--- src/rtl/npc_mem_pkg.sv ---
// Shared types and limits for the data memory port arbiter.
// The FSM state and requester-id enums are used by mem_port_arbiter and rr_arb2.
package npc_mem_pkg;

  typedef enum logic [1:0] {
    IDLE   = 2'd0,
    ACCESS = 2'd1,
    RESP   = 2'd2
  } state_e;

  typedef enum logic {
    REQ_IFU = 1'b0,
    REQ_LSU = 1'b1
  } req_id_e;

  localparam int MEM_LAT_MAX = 15;
  localparam int CNT_W       = 4;

endpackage

--- src/rtl/rr_arb2.sv ---
// Two-way round-robin arbiter: bit 0 = IFU, bit 1 = LSU.
// On a tie the requester not granted last wins; history advances only on accept.
module rr_arb2
  import npc_mem_pkg::*;
(
  input  logic       clk,
  input  logic       rst_n,
  input  logic [1:0] valid,
  input  logic       accept,
  output logic [1:0] grant
);

  req_id_e last_grant_q;

  always_comb begin
    grant = 2'b00;
    case (valid)
      2'b01:   grant = 2'b01;
      2'b10:   grant = 2'b10;
      2'b11:   grant = (last_grant_q == REQ_LSU) ? 2'b01 : 2'b10;
      default: grant = 2'b00;
    endcase
  end

  // Reset to LSU so the IFU wins the first tie.
  always_ff @(posedge clk or negedge rst_n) begin
    if (!rst_n) begin
      last_grant_q <= REQ_LSU;
    end else if (accept && (grant != 2'b00)) begin
      last_grant_q <= grant[1] ? REQ_LSU : REQ_IFU;
    end
  end

endmodule

--- src/rtl/mem_port_arbiter.sv ---
// Shares one data memory port between IFU (read-only) and LSU (read/write),
// one outstanding transaction at a time with a fixed access latency.
module mem_port_arbiter
  import npc_mem_pkg::*;
#(
  parameter int MEM_LAT = 2,
  parameter int AW      = 32,
  parameter int DW      = 32
) (
  input  logic            clk,
  input  logic            rst_n,
  input  logic            ifu_req_valid,
  output logic            ifu_req_ready,
  input  logic [AW-1:0]   ifu_req_addr,
  output logic            ifu_resp_valid,
  input  logic            ifu_resp_ready,
  output logic [DW-1:0]   ifu_resp_rdata,
  input  logic            lsu_req_valid,
  output logic            lsu_req_ready,
  input  logic            lsu_req_wr,
  input  logic [AW-1:0]   lsu_req_addr,
  input  logic [DW-1:0]   lsu_req_wdata,
  input  logic [DW/8-1:0] lsu_req_wstrb,
  output logic            lsu_resp_valid,
  input  logic            lsu_resp_ready,
  output logic [DW-1:0]   lsu_resp_rdata,
  output logic            mem_en,
  output logic            mem_wr,
  output logic [AW-1:0]   mem_addr,
  output logic [DW-1:0]   mem_wdata,
  output logic [DW/8-1:0] mem_wstrb,
  input  logic [DW-1:0]   mem_rdata,
  output state_e          dbg_state
);

  localparam int SW = DW / 8;

  if (MEM_LAT < 1 || MEM_LAT > MEM_LAT_MAX) begin : g_lat_check
    $error("mem_port_arbiter: MEM_LAT must be within 1..15");
  end

  // Handshakes: a transfer happens in a cycle where valid and ready are both 1;
  // ready never waits on anything but state and valids, and valid never depends on ready.
  state_e            state_q, state_d;
  logic [CNT_W-1:0]  cnt_q;
  req_id_e           req_id_q;
  logic              wr_q;
  logic [AW-1:0]     addr_q;
  logic [DW-1:0]     wdata_q;
  logic [SW-1:0]     wstrb_q;
  logic [DW-1:0]     rdata_q;
  logic [1:0]        grant;
  logic              idle;
  logic              req_hs;
  logic              access_done;
  logic              resp_take;

  assign idle        = (state_q == IDLE);
  assign req_hs      = idle && (grant != 2'b00);
  assign access_done = (state_q == ACCESS) && (cnt_q == '0);
  assign resp_take   = (req_id_q == REQ_IFU) ? ifu_resp_ready : lsu_resp_ready;

  rr_arb2 u_arb (
    .clk    (clk),
    .rst_n  (rst_n),
    .valid  ({lsu_req_valid, ifu_req_valid}),
    .accept (idle),
    .grant  (grant)
  );

  always_ff @(posedge clk or negedge rst_n) begin
    if (!rst_n) begin
      state_q <= IDLE;
    end else begin
      state_q <= state_d;
    end
  end

  always_comb begin
    state_d = state_q;
    case (state_q)
      IDLE:    if (req_hs)      state_d = ACCESS;
      ACCESS:  if (access_done) state_d = RESP;
      RESP:    if (resp_take)   state_d = IDLE;
      default:                  state_d = IDLE;
    endcase
  end

  always_ff @(posedge clk or negedge rst_n) begin
    if (!rst_n) begin
      cnt_q    <= '0;
      req_id_q <= REQ_IFU;
      wr_q     <= 1'b0;
      addr_q   <= '0;
      wdata_q  <= '0;
      wstrb_q  <= '0;
      rdata_q  <= '0;
    end else if (req_hs) begin
      cnt_q <= CNT_W'(MEM_LAT - 1);
      if (grant[0]) begin
        req_id_q <= REQ_IFU;
        wr_q     <= 1'b0;
        addr_q   <= ifu_req_addr;
        wdata_q  <= '0;
        wstrb_q  <= '0;
      end else begin
        req_id_q <= REQ_LSU;
        wr_q     <= lsu_req_wr;
        addr_q   <= lsu_req_addr;
        wdata_q  <= lsu_req_wdata;
        wstrb_q  <= lsu_req_wstrb;
      end
    end else if (state_q == ACCESS) begin
      if (access_done) begin
        rdata_q <= wr_q ? '0 : mem_rdata;
      end else begin
        cnt_q <= cnt_q - 1'b1;
      end
    end
  end

  // mem_en decodes straight from registers so an async reset kills it immediately.
  assign mem_en         = access_done;
  assign mem_wr         = wr_q;
  assign mem_addr       = addr_q;
  assign mem_wdata      = wdata_q;
  assign mem_wstrb      = wstrb_q;

  assign ifu_req_ready  = idle && grant[0];
  assign lsu_req_ready  = idle && grant[1];
  assign ifu_resp_valid = (state_q == RESP) && (req_id_q == REQ_IFU);
  assign lsu_resp_valid = (state_q == RESP) && (req_id_q == REQ_LSU);
  assign ifu_resp_rdata = rdata_q;
  assign lsu_resp_rdata = rdata_q;
  assign dbg_state      = state_q;

endmodule
--- config.mk ---
export PLATFORM = sky130hd
export DESIGN_NAME = mem_port_arbiter
export DESIGN_NICKNAME = d
export VERILOG_FILES = /design/src/rtl/npc_mem_pkg.sv /design/src/rtl/rr_arb2.sv /design/src/rtl/mem_port_arbiter.sv
export SDC_FILE = /design/constraint.sdc
export NUM_CORES = 1
export LEC_CHECK = 0
export BUFFER_PORTS_ARGS = -buffer_cell sky130_fd_sc_hd__buf_2
export CORE_UTILIZATION = 30
export DETAILED_ROUTE_END_ITERATION = 10
export GPL_TIMING_DRIVEN = 0
export PLACE_DENSITY = 0.66
export SLEW_MARGIN = 30
export SYNTH_ARGS = -nofsm -noshare
export SYNTH_HDL_FRONTEND = slang
export SYNTH_SLANG_ARGS = --single-unit
--- constraint.sdc ---
create_clock -name clk -period 1.5 [get_ports clk]
set_clock_uncertainty 0.05 [all_clocks]
set_input_delay 0.15 -clock clk [delete_from_list [all_inputs] [get_ports clk]]
set_output_delay 0.15 -clock clk [all_outputs]
set_load 0.01 [all_outputs]
== Yosys cells after proc, flatten, opt, wreduce, memory -nomap -nowiden ==
Index checks and enable logic that the tools add are counted.
Word-level totals
  flip-flop bits (word level): 109
  bits in latches: 0
  bits in read-only memories: 0
  bits in writable memories: 0
  output and inout bits: 140
  input port bits: 139
  memories kept: 0
  logic and storage cells: 51
Cells by class
  add/subtract/negate cells: 1
  reduce and logical (&&, ||, !) cells: 13
  multipliers: 0
  equality and inequality tests: 9
  shift operators: 0
  magnitude comparators: 0
  bitwise operators: 2
  multiplexer cells: 17
  div/mod/pow operators: 0
Operators by type and width (number)
  32-bit 2-to-1 mux: 3
  4-bit 2-to-1 mux: 4
  2-bit one-hot mux with 3 select lines: 2
  2-bit 2-to-1 mux: 4
  2-bit == test (second input constant): 3
  1-bit logical AND: 6
  3-bit AND reduction: 2
  2-bit by 1-bit == test with 1-bit output (second input constant): 2
  4-bit zero test: 1
  1-bit 2-to-1 mux: 4
  2-bit by 1-bit != test with 1-bit output (second input constant): 2
  2-bit != test (second input constant): 2
  2-bit nonzero test: 2
  4-bit by 1-bit subtractor with 4-bit output (second input constant): 1
  2-bit zero test: 1
  1-bit NOT: 2
  2-bit AND reduction: 1

== Logic depth before layout (Yosys ltp) ==
Gate-level depths: netlist of the first run.
  depth after elaboration: 6
  mapped depth: 6
  gate-level depth less buffers: 5

== Cells and area by module ==
A second synthesis of the first run with hierarchy kept.
Second synthesis, totals
  cells, all modules: 413
  area total of the unflattened synthesis: 5137.4 um^2
By module, submodules not included
  mem_port_arbiter: area an instance 5081.1 um^2, cells an instance 407, times used 1, seq. area each 2702.6 um^2
  rr_arb2: area an instance 56.3 um^2, cells an instance 6, times used 1, seq. area each 26.3 um^2

== Worst setup path after synthesis of the first run ==
Ideal clock, no wire load.
  path type: register to register
  from: reg cnt_q[0]
  to: reg rdata_q[23], in the netlist ifu_resp_rdata[23]
  path buffers: 1
  cell stages (with the launch flop): 7
  required time: 1317 ps
  library setup time: 133 ps
  period minus slack after synthesis: 1685 ps
  path slack: -185 ps
  arrival: 1502 ps
  path through: dfrtp_1 -> inv_1 -> ha_1 -> or3b_2 -> clkbuf_1 -> o21ai_0 -> o21ai_0
On the way
  cells in the longest elaborated chain, start to end: 3
RTL lines
  start: declaration: RTL line mem_port_arbiter.sv:45  | logic [CNT_W-1:0] cnt_q;
  start signal: assignment: RTL line mem_port_arbiter.sv:99  | cnt_q <= CNT_W'(MEM_LAT - 1);
  start signal: assignment: RTL line mem_port_arbiter.sv:117  | cnt_q <= cnt_q - 1'b1;
  4-bit zero test: RTL line mem_port_arbiter.sv:60  | assign access_done = (state_q == ACCESS) && (cnt_q == '0);
  1-bit logical AND: RTL line mem_port_arbiter.sv:60
  3-bit AND reduction (no source line)
  end signal: assignment: RTL line mem_port_arbiter.sv:115  | rdata_q <= wr_q ? '0 : mem_rdata;
  end: declaration: RTL line mem_port_arbiter.sv:51  | logic [DW-1:0] rdata_q;
Every way passes these cells.
A chain may end at the register's enable or synchronous reset.

== Worst setup path after layout of the first run ==
  from: reg state_q[0], in the netlist dbg_state[0]
  to: reg addr_q[31], in the netlist mem_addr[31]
On the way
  cells in the longest elaborated chain, start to end: 2
RTL lines
  start: declaration: RTL line mem_port_arbiter.sv:44  | state_e state_q, state_d;
  start signal: assignment: RTL line mem_port_arbiter.sv:75  | state_q <= state_d;
  2-bit zero test: RTL line mem_port_arbiter.sv:58  | assign idle = (state_q == IDLE);
  1-bit logical AND: RTL line mem_port_arbiter.sv:59  | assign req_hs = idle && (grant != 2'b00);
  end signal: assignment: RTL line mem_port_arbiter.sv:103  | addr_q <= ifu_req_addr;
  end signal: assignment: RTL line mem_port_arbiter.sv:109  | addr_q <= lsu_req_addr;
  end: declaration: RTL line mem_port_arbiter.sv:48  | logic [AW-1:0] addr_q;
Every way passes these cells.

==> results.md, run 1 <==
- Core region area: 15890 µm²
- Peak supply drop: around 1.1 mV
- Non-filler instance count after layout: between 1000 and 1500
- Deepest level of the CTS H-tree: 3
- Shortest clock period the worst path allows after layout: 1.788 ns
- Net count of the mapped netlist: about 580
- Pin count of the biggest net entering global routing: a little over 60
- Routed WL: approximately 17000 µm
- Via count of the first global-routing pass: 4766
- PD cells: about 2100 nW/µm²
- Die Span Y: approximately 130 µm
- Share of the clock period used by the worst path: 1.192
- Fraction of final layout cells sized beyond drive strength 1: 0.6085
- Type of origin of the critical path: register
- Count of endpoints failing setup in the final report: roughly 100
- Clk Latency, worst-skew pair: approximately 0.35 ns
- Number of top-level pins: 279
- Input/output buffers: 278
- Flops & latches, synth: between 100 and 150
- Maximum capacitance violations: 0
- DR iter-0 viols: 94
- Count of endpoints failing hold in the final timing report: 0
- Layout Area Growth over Synthesis: 82.25%
- Gate Count Post-Synth: around 440
- GRT overflow: 0
- Final cell utilization of the core: 0.5588
- Count of cell types in the netlist: 34
- Routed via count: about 5000
- Overall track demand over capacity in global routing: 0.1936
- TritonCTS clock tree: done
- Clock Tree Root: clkbuf_16
- Synthesized area divided by synthesized cell count: ~11 µm²
- Total clock buffers created by CTS: 9
- Run status: finished, violations left
- Crit end category: register
- Synth Warn #: 0
- Maximum frequency from static timing analysis: between 500 and 600 MHz
- Worst slew pin tran: about 0.9 ns
- Power consumption: roughly 19 mW
- Post-placement worst setup slack: -0.5562 ns
- FILL cells: ~1400
- Crit-path max FO: 6
- Worst setup path category: register to register
- Effective utilization at floorplan: 0.3066
- Net count of the finished layout: just under 1000
- Number of DRC violations after detailed routing: 0
- Worst-case headroom to the max-slew limit: 0.3924
- Routed vias/inst: 4.668
- Routed length per instance: 16.12 µm
- Maximum root-to-sink buffer count: 2
- Residual antenna-violating net count after detailed routing: 0
- Clock-pin transition on the worst setup and hold timing paths: roughly 0.07 ns
- Static leakage: approximately 4.3 nW
- Min-delay worst type: primary input to register
- Final setup margin: -0.2875 ns
- GP Congestion: 0.7527
- Sequential share of the synthesized area: 0.5602
- Horizontal die dimension: between 100 and 150 µm
- DIE AREA: 16750 µm²
- Unrepaired setup endpoints after global routing: true
- Worst hold margin: 0.01020 ns
- Number of iterations in the first detailed-routing pass: 4
- First-pass GRT wire length: 24580 µm
- DP HPWL: 10910 µm
- Initial antenna violation count: 1
- Combined area of all synthesized cells: between 4000 and 5000 µm²
- Final Max Tran Viols: 0
- Violations in the final reports: negative setup slack
- TritonCTS Sinks: ~110
- Row count: between 40 and 50
- Worst endpoint required time: 1.74 ns
- WP data arrival: between 2 and 2.5 ns
- Number of cells after detailed placement: around 930
==> cell type report <==
class	count	area (µm²)	share of cell area
tap	216	270.3	0.03044
multi-input combinational	255	2180	0.2455
sequential	109	2731	0.3077
clock buffer	11	252.7	0.02847
clock inverter	5	58.81	0.006624
inverter	6	30.03	0.003383
antenna	2	5.005	0.0005638
buffer	66	581.8	0.06554
timing repair buffer	396	2768	0.3118
==> worst max-delay path, stage by stage (launching register included) <==
cell     delay [ns]
dfrtp_2        0.44
or2_4          0.28
buf_12         0.14
buf_6          0.11
nor2_4         0.25
buf_6          0.16
buf_8          0.11
o221a_2        0.19
==> placed cells by master (no fill, tap or decap), drive strengths merged, types with 6 or more instances in the layout <==
cell type / count
o221a: 32
dfrtp: 108
o21ai: 78
dlygate4sd3: 66
a22o: 28
or3: 33
buf: 376
clkbuf: 31
nand2b: 35
inv: 6
nor2: 6
nand3: 10
a21oi: 11
==> sequential cells by signal, indices dropped and copies added, names as in the netlist <==
signal              count
req_id_q                1
mem_wstrb               4
cnt_q                   4
ifu_resp_rdata         32
mem_addr               32
dbg_state               2
u_arb.last_grant_q      1
mem_wr                  1
mem_wdata              32
==> synth_stat cells <==
master    number  area share
and4bb_2       1      0.0026
a22o_1        28       0.050
or3b_2         1      0.0018
nor2_1         5      0.0039
buf_6          2      0.0046
clkinv_1       1     0.00077
mux2i_1        1      0.0021
buf_4         32       0.049
dfstp_2        1      0.0054
or3_1         33       0.042
buf_2          8      0.0082
o31ai_1        1      0.0015
and3b_1        1      0.0018
ha_1           1      0.0026
o311ai_0       1      0.0018
nor2_4         1      0.0023
nand3_1       10       0.010
o21ai_0       78       0.080
nor3_1         3      0.0031
nand2_1        3      0.0023
a21oi_1       11       0.011
nand2b_1      35       0.045
nor3b_2        1      0.0026
a221oi_1       1      0.0018
clkbuf_2       4      0.0041
a21o_1         2      0.0031
and2b_1        1      0.0015
or2_2          1      0.0013
clkbuf_1      21       0.016
or2_1          1      0.0013
inv_1          5      0.0039
dfrtp_1      108        0.55
o221a_2       32       0.074
a21bo_2        1      0.0021
==> power breakdown <==
group	switching, mW	internal [mW]
clock	1.11	1.39
combinational	5.01	6.18
sequential	1.07	4.31
total	7.19	11.9
==> routing by layer <==
metal / wire, µm / track usage / up-vias / share of wire
met2: 8994 / 0.3523 / 183 / 0.52
met4: 208 / 0.06840 / 0 / 0.012
met3: 901 / 0.03799 / 12 / 0.052
li1: - / - / 2392 / -
met1: 7079 / 0.2262 / 2389 / 0.41
met5: 0 / 0 / - / 0
==> path summary, 6_finish.rpt <==
kind,end,depth (start not counted),slack (ns),start
max,mem_addr[31]$_DFFE_PN0P_,7,-0.29,dbg_state[0]$_DFFE_PN0P_
min,mem_wdata[28]$_DFFE_PN0P_,3,0.01,lsu_req_wdata[28]
max reg2reg,mem_addr[31]$_DFFE_PN0P_,7,-0.29,dbg_state[0]$_DFFE_PN0P_
min reg2reg,mem_wdata[14]$_DFFE_PN0P_,1,0.45,mem_wdata[14]$_DFFE_PN0P_
max in group asynchronous,u_arb.last_grant_q$_DFFE_PN1P_,3,0.46,rst_n
min in group asynchronous,mem_wdata[30]$_DFFE_PN0P_,2,0.26,rst_n
==> logic make-up after synthesis <==
family / after synthesis / synth area share
AOI/OAI and AO/OA: 155 / 0.2260
adders and majority gates: 1 / 0.002568
buffers and inverters: 73 / 0.08708
DFF: 109 / 0.5602
muxes: 1 / 0.002055
and+or+nand+nor: 97 / 0.1220
==> what timing repair did <==
action / 4_1_cts / 5_1_grt
resized for setup: 88 / 111
hold endpoints to repair: 114 / 0
endpoints found under the setup margin: 109 / 111
setup buffers: 23 / 21
gates cloned: 6 / 7
pin swaps: 28 / 34
hold buffers: 66 / 0
==> per-stage QoR <==
| step | cell area [µm²] | TNS [ns] |
|---|---|---|
| 4_1_cts | 8103 | -14.14 |
| 6_report | 8877 | -16.73 |
| 5_1_grt | 8872 | -22.53 |
| 3_3_place_gp | 6618 | -154.96 |
| 3_5_place_dp | 6655 | -31.08 |
| 2_1_floorplan | 4956 | -6.089 |
Note: power is estimated with default switching activity, not from simulation.
==> inputs of run 2 (changes only) <==
--- a/config.mk
+++ b/config.mk
@@ -5,6 +5,7 @@
 export SDC_FILE = /design/constraint.sdc
 export NUM_CORES = 1
 export LEC_CHECK = 0
+export ABC_AREA = 1
 export BUFFER_PORTS_ARGS = -buffer_cell sky130_fd_sc_hd__buf_2
 export CORE_UTILIZATION = 30
 export DETAILED_ROUTE_END_ITERATION = 10
==> run 2 against run 1 <==
The flow still finishes with violations (negative setup slack). Clock power fell by 6%. First-iteration DRC count increased by 85%. Largest cell class unchanged. Flip-flop and latch count is the same. Combinational power down 32%. Critical path type is now register to output pin. Fmax rose by 13%. Cell area down 7.6%. Sequential power shrank 4.6%. Wire length shrank 6.7%. Worst setup slack better by 0.21 ns.
==> results.md, run 2 <==
- Overall track demand over capacity in global routing: 0.1884 (-0.005218)
- Peak supply drop: 0.7890 mV (-26%)
- Cell with the most instances after synthesis: nand2_1
- TritonCTS Sinks: 109 (unchanged)
- Maximum root-to-sink buffer count: 2 (unchanged)
- Via count of the first global-routing pass: 5120 (+7.4%)
- GP Congestion: 0.7810 (+3.8%)
- Combined area of the multi-input logic cells: 1760 µm² (-19%)
- Post-placement worst setup slack: -0.5859 ns (-0.02971 ns)
- Post-synthesis cell type with the largest combined area: dfrtp_1
- Static leakage: 4.950 nW (+15%)
- GRT overflow: 0 (unchanged)
- Die Span Y: 131.8 µm (+1.8%)
- Routed vias/inst: 4.194 (-10%)
- Input/output buffers: 278 (unchanged)
- Worst setup path category: register to output pin
- FILL cells: 1590 (+14%)
- Slowest cell on crit path: dfrtp_2
- Synth Warn #: 0 (unchanged)
- Violations in the final reports: negative setup slack
- Worst Path Buf+Inv: 4 (unchanged)
- Row count: 47 (+2.2%)
- Share of the clock period used by the worst path: 1.052 (-0.1400)
- Power consumption: 15.07 mW (-21%)
- Delay of the slowest cell on the worst path: 0.44 ns (about the same)
- DP HPWL: 11270 µm (+3.3%)
- Clk Latency, worst-skew pair: 0.35 ns (about the same)
- Maximum frequency from static timing analysis: 633.9 MHz (+13%)
- TritonCTS clock tree: done
- Net count of the mapped netlist: 796 (+38%)
- Post-route cell area: 8200 µm² (-7.6%)
- Deepest level of the CTS H-tree: 3 (unchanged)
- Combined area of all synthesized cells: 5054 µm² (+3.8%)
- Crit-path max FO: 4 (-2)
- Worst endpoint required time: 1.30 ns (-0.44 ns)
- Fraction of final layout cells sized beyond drive strength 1: 0.3873 (-0.2211)
- Number of top-level pins: 279 (unchanged)
- Clock-pin transition on the worst setup and hold timing paths: 0.07 ns (about the same)
- Initial antenna violation count: 0 (-1)
- Synthesized area divided by synthesized cell count: 7.704 µm² (-31%)
- Min-delay worst type: primary input to register
- Net count of the finished layout: 1178 (+20%)
- Core region area: 16520 µm² (+4.0%)
- Most common cell after layout, fill and taps aside: nand2_1
- Run status: finished, violations left
- Setup slack of the worst register-to-register path: -0.03 ns (+0.26 ns)
- Flops & latches, synth: 109 (unchanged)
- Pin count of the biggest net entering global routing: 62 (+1.6%)
- Leading cell types by count after synthesis: nand2_1, dfrtp_1, inv_1
- Number of DRC violations after detailed routing: 0 (unchanged)
- Final Max Tran Viols: 0 (unchanged)
- Residual antenna-violating net count after detailed routing: 0 (unchanged)
- FF+latch area: 2730 µm² (about the same)
- Shortest clock period the worst path allows after layout: 1.578 ns (-0.2100 ns)
- Worst-case headroom to the max-slew limit: 0.6692 (+0.2768)
- Routed via count: 5297 (+6.5%)
- WP data arrival: 1.38 ns (-0.64 ns)
- PD cells: 1838 nW/µm² (-14%)
- Crit end category: output pin
- Commonest register cell after synthesis: dfrtp_1
- Routed WL: 16030 µm (-6.7%)
- Total clock buffers created by CTS: 9 (unchanged)
- Gate Count Post-Synth: 656 (+50%)
- Antenna cell count: 0 (-2)
- Count of endpoints failing hold in the final timing report: 0 (unchanged)
- Unrepaired setup endpoints after global routing: true
- Count of endpoints failing setup in the final report: 4 (-96%)
- Number of iterations in the first detailed-routing pass: 4 (unchanged)
- Placement-stage cell area: 6758 µm² (+1.5%)
- Async set-reset flop share out of synthesis: 1.000 (unchanged)
- Final setup margin: -0.07754 ns (+0.2100 ns)
- Cell chain of the critical path: inv_2 > nand2_4 > nor2_4 > nand2_4 > inv_2 > buf_6 > buf_6
- DIE AREA: 17370 µm² (+3.7%)
- Number of cells after detailed placement: 1155 (+24%)
- DR iter-0 viols: 174 (+85%)
- Layout Area Growth over Synthesis: 62.27%
- Top Family by Delay on Critical Path: flip-flops
- Biggest area contributors in the synthesized netlist: dfrtp_1, nand2_1, nand3_1
- First-pass GRT wire length: 25810 µm (+5.0%)
- Type of origin of the critical path: register
- Sequential share of the synthesized area: 0.5400 (-0.02025)
- Horizontal die dimension: 131.8 µm (+1.8%)
- Fraction of synthesized cell area taken by the top area cell type: 0.5348 (-0.02006)
- Most frequent cells in the layout: nand2_1, buf_2, dfrtp_1
- Worst slew pin tran: 0.4963 ns (-0.4142 ns)
- Post-synth EDFFs: 0 (unchanged)
- Non-filler instance count after layout: 1263 (+18%)
- Effective utilization at floorplan: 0.3058 (-0.0008093)
- Final cell utilization of the core: 0.4963 (-0.06259)
- Clock Tree Root: clkbuf_16
- Routed length per instance: 12.69 µm (-21%)
- Count of cell types in the netlist: 19 (-44%)
- Maximum capacitance violations: 0 (unchanged)
[run 2: changes by cell type after synthesis, moves of 4 or more]
cell      change
inv_1        +68
a22o_1       -28
nand2_1     +317
clkbuf_1      -4
nand3_1      +59
a21oi_1      -10
or3_1        -33
o221a_2      -32
o21ai_0      -74
nand2b_1     -35
clkbuf_2      -4
[run 2: final timing paths]
path | startpoint | endpoint | depth (start not counted)
min in group asynchronous | rst_n | mem_wdata[26]$_DFFE_PN0P_ | 2
max in group asynchronous | rst_n | u_arb.last_grant_q$_DFFE_PN1P_ | 3
min | mem_rdata[30] | ifu_resp_rdata[30]$_DFFE_PN0P_ | 3
max reg2reg | cnt_q[0]$_DFFE_PN0P_ | ifu_resp_rdata[12]$_DFFE_PN0P_ | 10
min reg2reg | mem_wdata[9]$_DFFE_PN0P_ | mem_wdata[9]$_DFFE_PN0P_ | 2
max | dbg_state[0]$_DFFE_PN0P_ | lsu_req_ready | 7
[run 2: tightest hold or removal path: cells and delay by family]
kind / cells / cell delay, ns
buffers and inverters: 1 / 0.09
and+or+nand+nor: 2 / 0.13
[run 2: where the power goes]
part / leakage [nW] / switching (mW) / internal (mW)
registers: 1.37 / 0.856 / 4.27
logic: 3.45 / 4.08 / 3.52
clock network: 0.138 / 1.15 / 1.20
total: 4.95 / 6.09 / 8.99
[run 2: cell families after synthesis]
group | Yosys count | share of synthesized area
AOI/OAI and AO/OA | 7 | 0.007674
adders and majority gates | 1 | 0.002475
buffers and inverters | 138 | 0.1325
DFF | 109 | 0.5400
and+or+nand+nor | 401 | 0.3174
[run 2: what timing repair did]
action / CTS / global route
cloned: 2 / 1
setup buffers: 15 / 4
endpoints found under the setup margin: 106 / 86
pin swaps: 5 / 10
hold buffers: 70 / 0
gates resized for setup: 65 / 38
endpoints found under the hold margin: 116 / 0
[run 2: routing by layer]
metal	global-route usage	vias to the layer above	wire, µm	share of wire
met5	0	-	0	0
li1	-	2703	-	-
met3	0.04421	13	1065	0.066
met1	0.2215	2369	6693	0.42
met2	0.3413	212	8082	0.50
met4	0.05168	0	187	0.012
[run 2: layout make-up]
class | instances | area share
Clock buffer | 11 | 0.02960
Sequential cell | 109 | 0.3329
Multi-Input combinational cell | 409 | 0.2147
Timing Repair Buffer | 371 | 0.2875
Buffer | 62 | 0.06103
Tap cell | 220 | 0.03357
Clock inverter | 5 | 0.005035
Inverter | 76 | 0.03570
[run 2: metrics by stage]
step / TNS [ns] / hold WS (ns)
2_1_floorplan: 0 / -0.1956
3_3_place_gp: -159.69 / 0.2937
3_5_place_dp: -36.98 / 0.02783
4_1_cts: -0.9572 / 0.002624
5_1_grt: -3.273 / 0.02497
6_report: -0.1778 / 0.01188
==> inputs of run 3 (changes only) <==
--- a/config.mk
+++ b/config.mk
@@ -14,4 +14,5 @@
 export SLEW_MARGIN = 30
 export SYNTH_ARGS = -nofsm -noshare
 export SYNTH_HDL_FRONTEND = slang
+export SYNTH_HIERARCHICAL = 1
 export SYNTH_SLANG_ARGS = --single-unit
==> run 3 against run 2 <==
The run still ends with negative setup slack left. Synthesized cell count decreased by 14%. Via count is 2.0% higher. Worst setup slack got worse by 0.18 ns. Critical path type unchanged. Fmax fell by 10%.
==> results.md, run 3 <==
- Pin count of the biggest net entering global routing: 63 (+1.6%)
- Total clock buffers created by CTS: 9 (unchanged)
- PD cells: 1884 nW/µm² (+2.5%)
- Worst hold path cell count: 3 (unchanged)
- Clock Tree Root: clkbuf_16
- Routed length per instance: 14.55 µm (+15%)
- Count of endpoints failing hold in the final timing report: 0 (unchanged)
- Critical register-to-register path startpoint: u_arb/last_grant_q$_DFFE_PN1P_
- Net switching component of the power: 6.561 mW (+7.8%)
- Horizontal die dimension: 131.0 µm (-0.59%)
- Commonest register cell after synthesis: dfrtp_1
- Cell type with the highest occurrence count on the critical path: buf_6
- Type of origin of the critical path: register
- Post-synth EDFFs: 0 (unchanged)
- Synth Warn #: 6 (+6)
- Crit end category: output pin
- TritonCTS clock tree: done
- Reg-to-Reg End: mem_addr[3]$_DFFE_PN0P_
- Unrepaired setup endpoints after global routing: true
- Slowest cell on crit path: dfstp_2
- Part of the total power dissipated in sequential elements: 0.318 (-0.022)
- Cell chain of the critical path: inv_2 > a21boi_2 > buf_6 > inv_8 > buf_8 > nor2_4 > buf_6
- Combinational fraction of design power: 0.537 (+0.033)
- Clock-pin transition on the worst setup and hold timing paths: 0.07 ns (about the same)
- Biggest area contributors in the synthesized netlist: dfrtp_1, nand2_1, buf_4
- Count of cell types in the netlist: 26 (+7)
- Worst slew pin tran: 0.5704 ns (+0.07415 ns)
- Net count of the mapped netlist: 706 (-11%)
- WP data arrival: 1.56 ns (+0.18 ns)
- Number of cell instances on the worst register-to-register path: 9 (-1)
- Static leakage: 4.694 nW (-5.2%)
- GP Congestion: 0.8002 (+2.5%)
- GRT overflow: 0 (unchanged)
- Delay of the slowest cell on the worst path: 0.54 ns (+0.10 ns)
- Share of the clock period used by the worst path: 1.171 (+0.1189)
- Core region area: 16060 µm² (-2.8%)
- Number of DRC violations after detailed routing: 0 (unchanged)
- Initial antenna violation count: 0 (unchanged)
- Run status: finished, violations left
- Cell with the most instances after synthesis: nand2_1
- Violations in the final reports: negative setup slack
- TritonCTS Sinks: 109 (unchanged)
- Worst endpoint required time: 1.30 ns (about the same)
- Most frequent cells in the layout: buf_2, nand2_1, dfrtp_1
- Number of cells after detailed placement: 1061 (-8.1%)
- Most common cell after layout, fill and taps aside: buf_2
- Final setup margin: -0.2559 ns (-0.1784 ns)
- Fraction of synthesized cell area taken by the top area cell type: 0.5412 (+0.006432)
- Post-synthesis cell type with the largest combined area: dfrtp_1
- Number of top-level pins: 279 (unchanged)
- DIE AREA: 17160 µm² (-1.2%)
- Layout Area Growth over Synthesis: 75.29%
- Residual antenna-violating net count after detailed routing: 0 (unchanged)
- Maximum frequency from static timing analysis: 569.5 MHz (-10%)
- Routed vias/inst: 4.498 (+7.2%)
- Final Max Tran Viols: 0 (unchanged)
- First-pass GRT wire length: 25850 µm (+0.16%)
- Number of iterations in the first detailed-routing pass: 4 (unchanged)
- Worst setup path category: register to output pin
- Shortest clock period the worst path allows after layout: 1.756 ns (+0.1784 ns)
- Row count: 46 (-2.1%)
- Overall track demand over capacity in global routing: 0.2014 (+0.01303)
- Async set-reset flop share out of synthesis: 1.000 (unchanged)
- DR iter-0 viols: 159 (-8.6%)
- Relative contribution of the clock network to total power: 0.145 (-0.011)
- Effective utilization at floorplan: 0.3110 (+0.005148)
- Worst-case headroom to the max-slew limit: 0.6197 (-0.04943)
- Input/output buffers: 278 (unchanged)
- Placement-stage cell area: 6734 µm² (-0.35%)
- Post-route cell area: 8753 µm² (+6.7%)
- Via count of the first global-routing pass: 5065 (-1.1%)
- Setup slack of the worst register-to-register path: -0.23 ns (-0.20 ns)
- Routed WL: 17480 µm (+9.0%)
- Cell internal pwr: 9.933 mW (+10%)
- HP Start: lsu_req_addr[9]
- Final cell utilization of the core: 0.5451 (+0.04886)
- Net count of the finished layout: 1120 (-4.9%)
- Clk Latency, worst-skew pair: 0.34 ns (about the same)
- Peak supply drop: 0.8501 mV (+7.7%)
- Die Span Y: 131.0 µm (-0.59%)
- Post-placement worst setup slack: -0.2727 ns (+0.3131 ns)
- Leading cell types by count after synthesis: nand2_1, dfrtp_1, buf_4
- Deepest level of the CTS H-tree: 3 (unchanged)
- Worst hold margin: 0.01687 ns (+0.004987 ns)
- Non-filler instance count after layout: 1201 (-4.9%)
- Sw Share: 0.3978 (-0.005913)
- Hold endpoint: mem_addr[9]$_DFFE_PN0P_
- Count of endpoints failing setup in the final report: 77 (+73)
- Fraction of final layout cells sized beyond drive strength 1: 0.4650 (+0.07763)
- Sequential share of the synthesized area: 0.5465 (+0.006494)
- FILL cells: 1438 (-9.6%)
- Maximum root-to-sink buffer count: 2 (unchanged)
- Routed via count: 5402 (+2.0%)
- Combined area of all synthesized cells: 4994 µm² (-1.2%)
- DP HPWL: 11340 µm (+0.65%)
- Synthesized area divided by synthesized cell count: 8.823 µm² (+15%)
- Gate Count Post-Synth: 566 (-14%)
- Flops & latches, synth: 109 (unchanged)
- Antenna cell count: 0 (unchanged)
- Min-delay worst type: primary input to register
- Maximum capacitance violations: 0 (unchanged)
- Crit-path max FO: 5 (+1)
==> run 3: cell count changes in the layout (fill, tap and decap cells not counted), moves of 5 or more <==
cell,delta
o211ai_1,+32
nand2_1,-130
dlygate4sd3_1,+22
inv_1,-63
clkbuf_1,+5
nand3_1,-34
o21ai_2,+8
or2_1,+26
nand3_2,+5
nand2_2,+23
o21ai_1,+28
buf_12,+5
or2_0,+6
==> run 3: repair_timing <==
item,CTS,global route
hold endpoints to repair,137,0
setup endpoints to repair,109,86
resized for setup,140,35
buffers inserted,20,3
pin swaps,28,25
cloned,9,2
hold buffers,92,0
==> run 3: metal layers <==
| layer | up-vias | track usage | routed length [µm] |
|---|---|---|---|
| met5 | - | 0 | 0 |
| met2 | 218 | 0.3576 | 8886 |
| met4 | 0 | 0.08722 | 422 |
| met1 | 2531 | 0.2368 | 7134 |
| li1 | 2624 | - | - |
| met3 | 29 | 0.03787 | 1035 |
==> run 3: how the worst max path moves through the flow <==
stage	cells after the start	end	startpoint
2_1_floorplan	8	mem_addr[22]$_DFFE_PN0P_	u_arb/last_grant_q$_DFFE_PN1P_
3_3_place_gp	1	ifu_resp_rdata[15]$_DFFE_PN0P_	rst_n
3_5_place_dp	8	mem_addr[3]$_DFFE_PN0P_	u_arb/last_grant_q$_DFFE_PN1P_
4_1_cts	7	ifu_req_ready	u_arb/last_grant_q$_DFFE_PN1P_
5_1_grt	7	ifu_req_ready	u_arb/last_grant_q$_DFFE_PN1P_
6_report	7	ifu_req_ready	u_arb/last_grant_q$_DFFE_PN1P_
==> run 3: final cells by class <==
type | instances | area [µm²] | share of cell area
Clock buffer | 13 | 240.2 | 0.02744
Buffer | 66 | 628.1 | 0.07176
Tap cell | 216 | 270.3 | 0.03087
Inverter | 13 | 61.31 | 0.007004
Timing Repair Buffer | 404 | 2781 | 0.3178
Multi-Input combinational cell | 377 | 1994 | 0.2278
Sequential cell | 109 | 2731 | 0.3120
Clock inverter | 3 | 46.29 | 0.005289
==> run 3: cell families (layout without fill, tap and decap cells) <==
logic type	Yosys count	after routing	share of synthesized area
AND/OR/NAND/NOR	300	300	0.2556
flip-flops	109	109	0.5465
adder cells (fa/ha/maj)	1	1	0.002505
AO/OA/AOI/OAI	75	75	0.09446
XOR/XNOR	1	1	0.001754
buffers and inverters	80	499	0.09922
==> run 3: power by group through the flow <==
stage          logic (mW)  clock network [mW]  registers (mW)
3_3_place_gp         6.76                   0            5.15
4_1_cts              8.54                2.46            5.19
6_report             8.85                2.39            5.25
5_1_grt              9.80                2.57            5.41
3_5_place_dp         6.89                   0            5.16
2_1_floorplan        3.49                   0            5.68
==> run 3: stage by stage <==
| stage | power (mW) | setup TNS [ns] |
|---|---|---|
| after global placement | 11.91 | -138.52 |
| after floorplan | 9.169 | -0.6782 |
| final | 16.49 | -12.60 |
| after detailed placement | 12.04 | -16.37 |
| after global routing | 17.78 | -18.19 |
| after CTS | 16.19 | -13.95 |
==> run 3: worst max-delay path: cells and delay by family, from the launching register on <==
kind / cells / cell delay (ns)
AOI/OAI and AO/OA: 1 / 0.13
buffers and inverters: 5 / 0.44
DFF: 1 / 0.54
and+or+nand+nor: 1 / 0.08
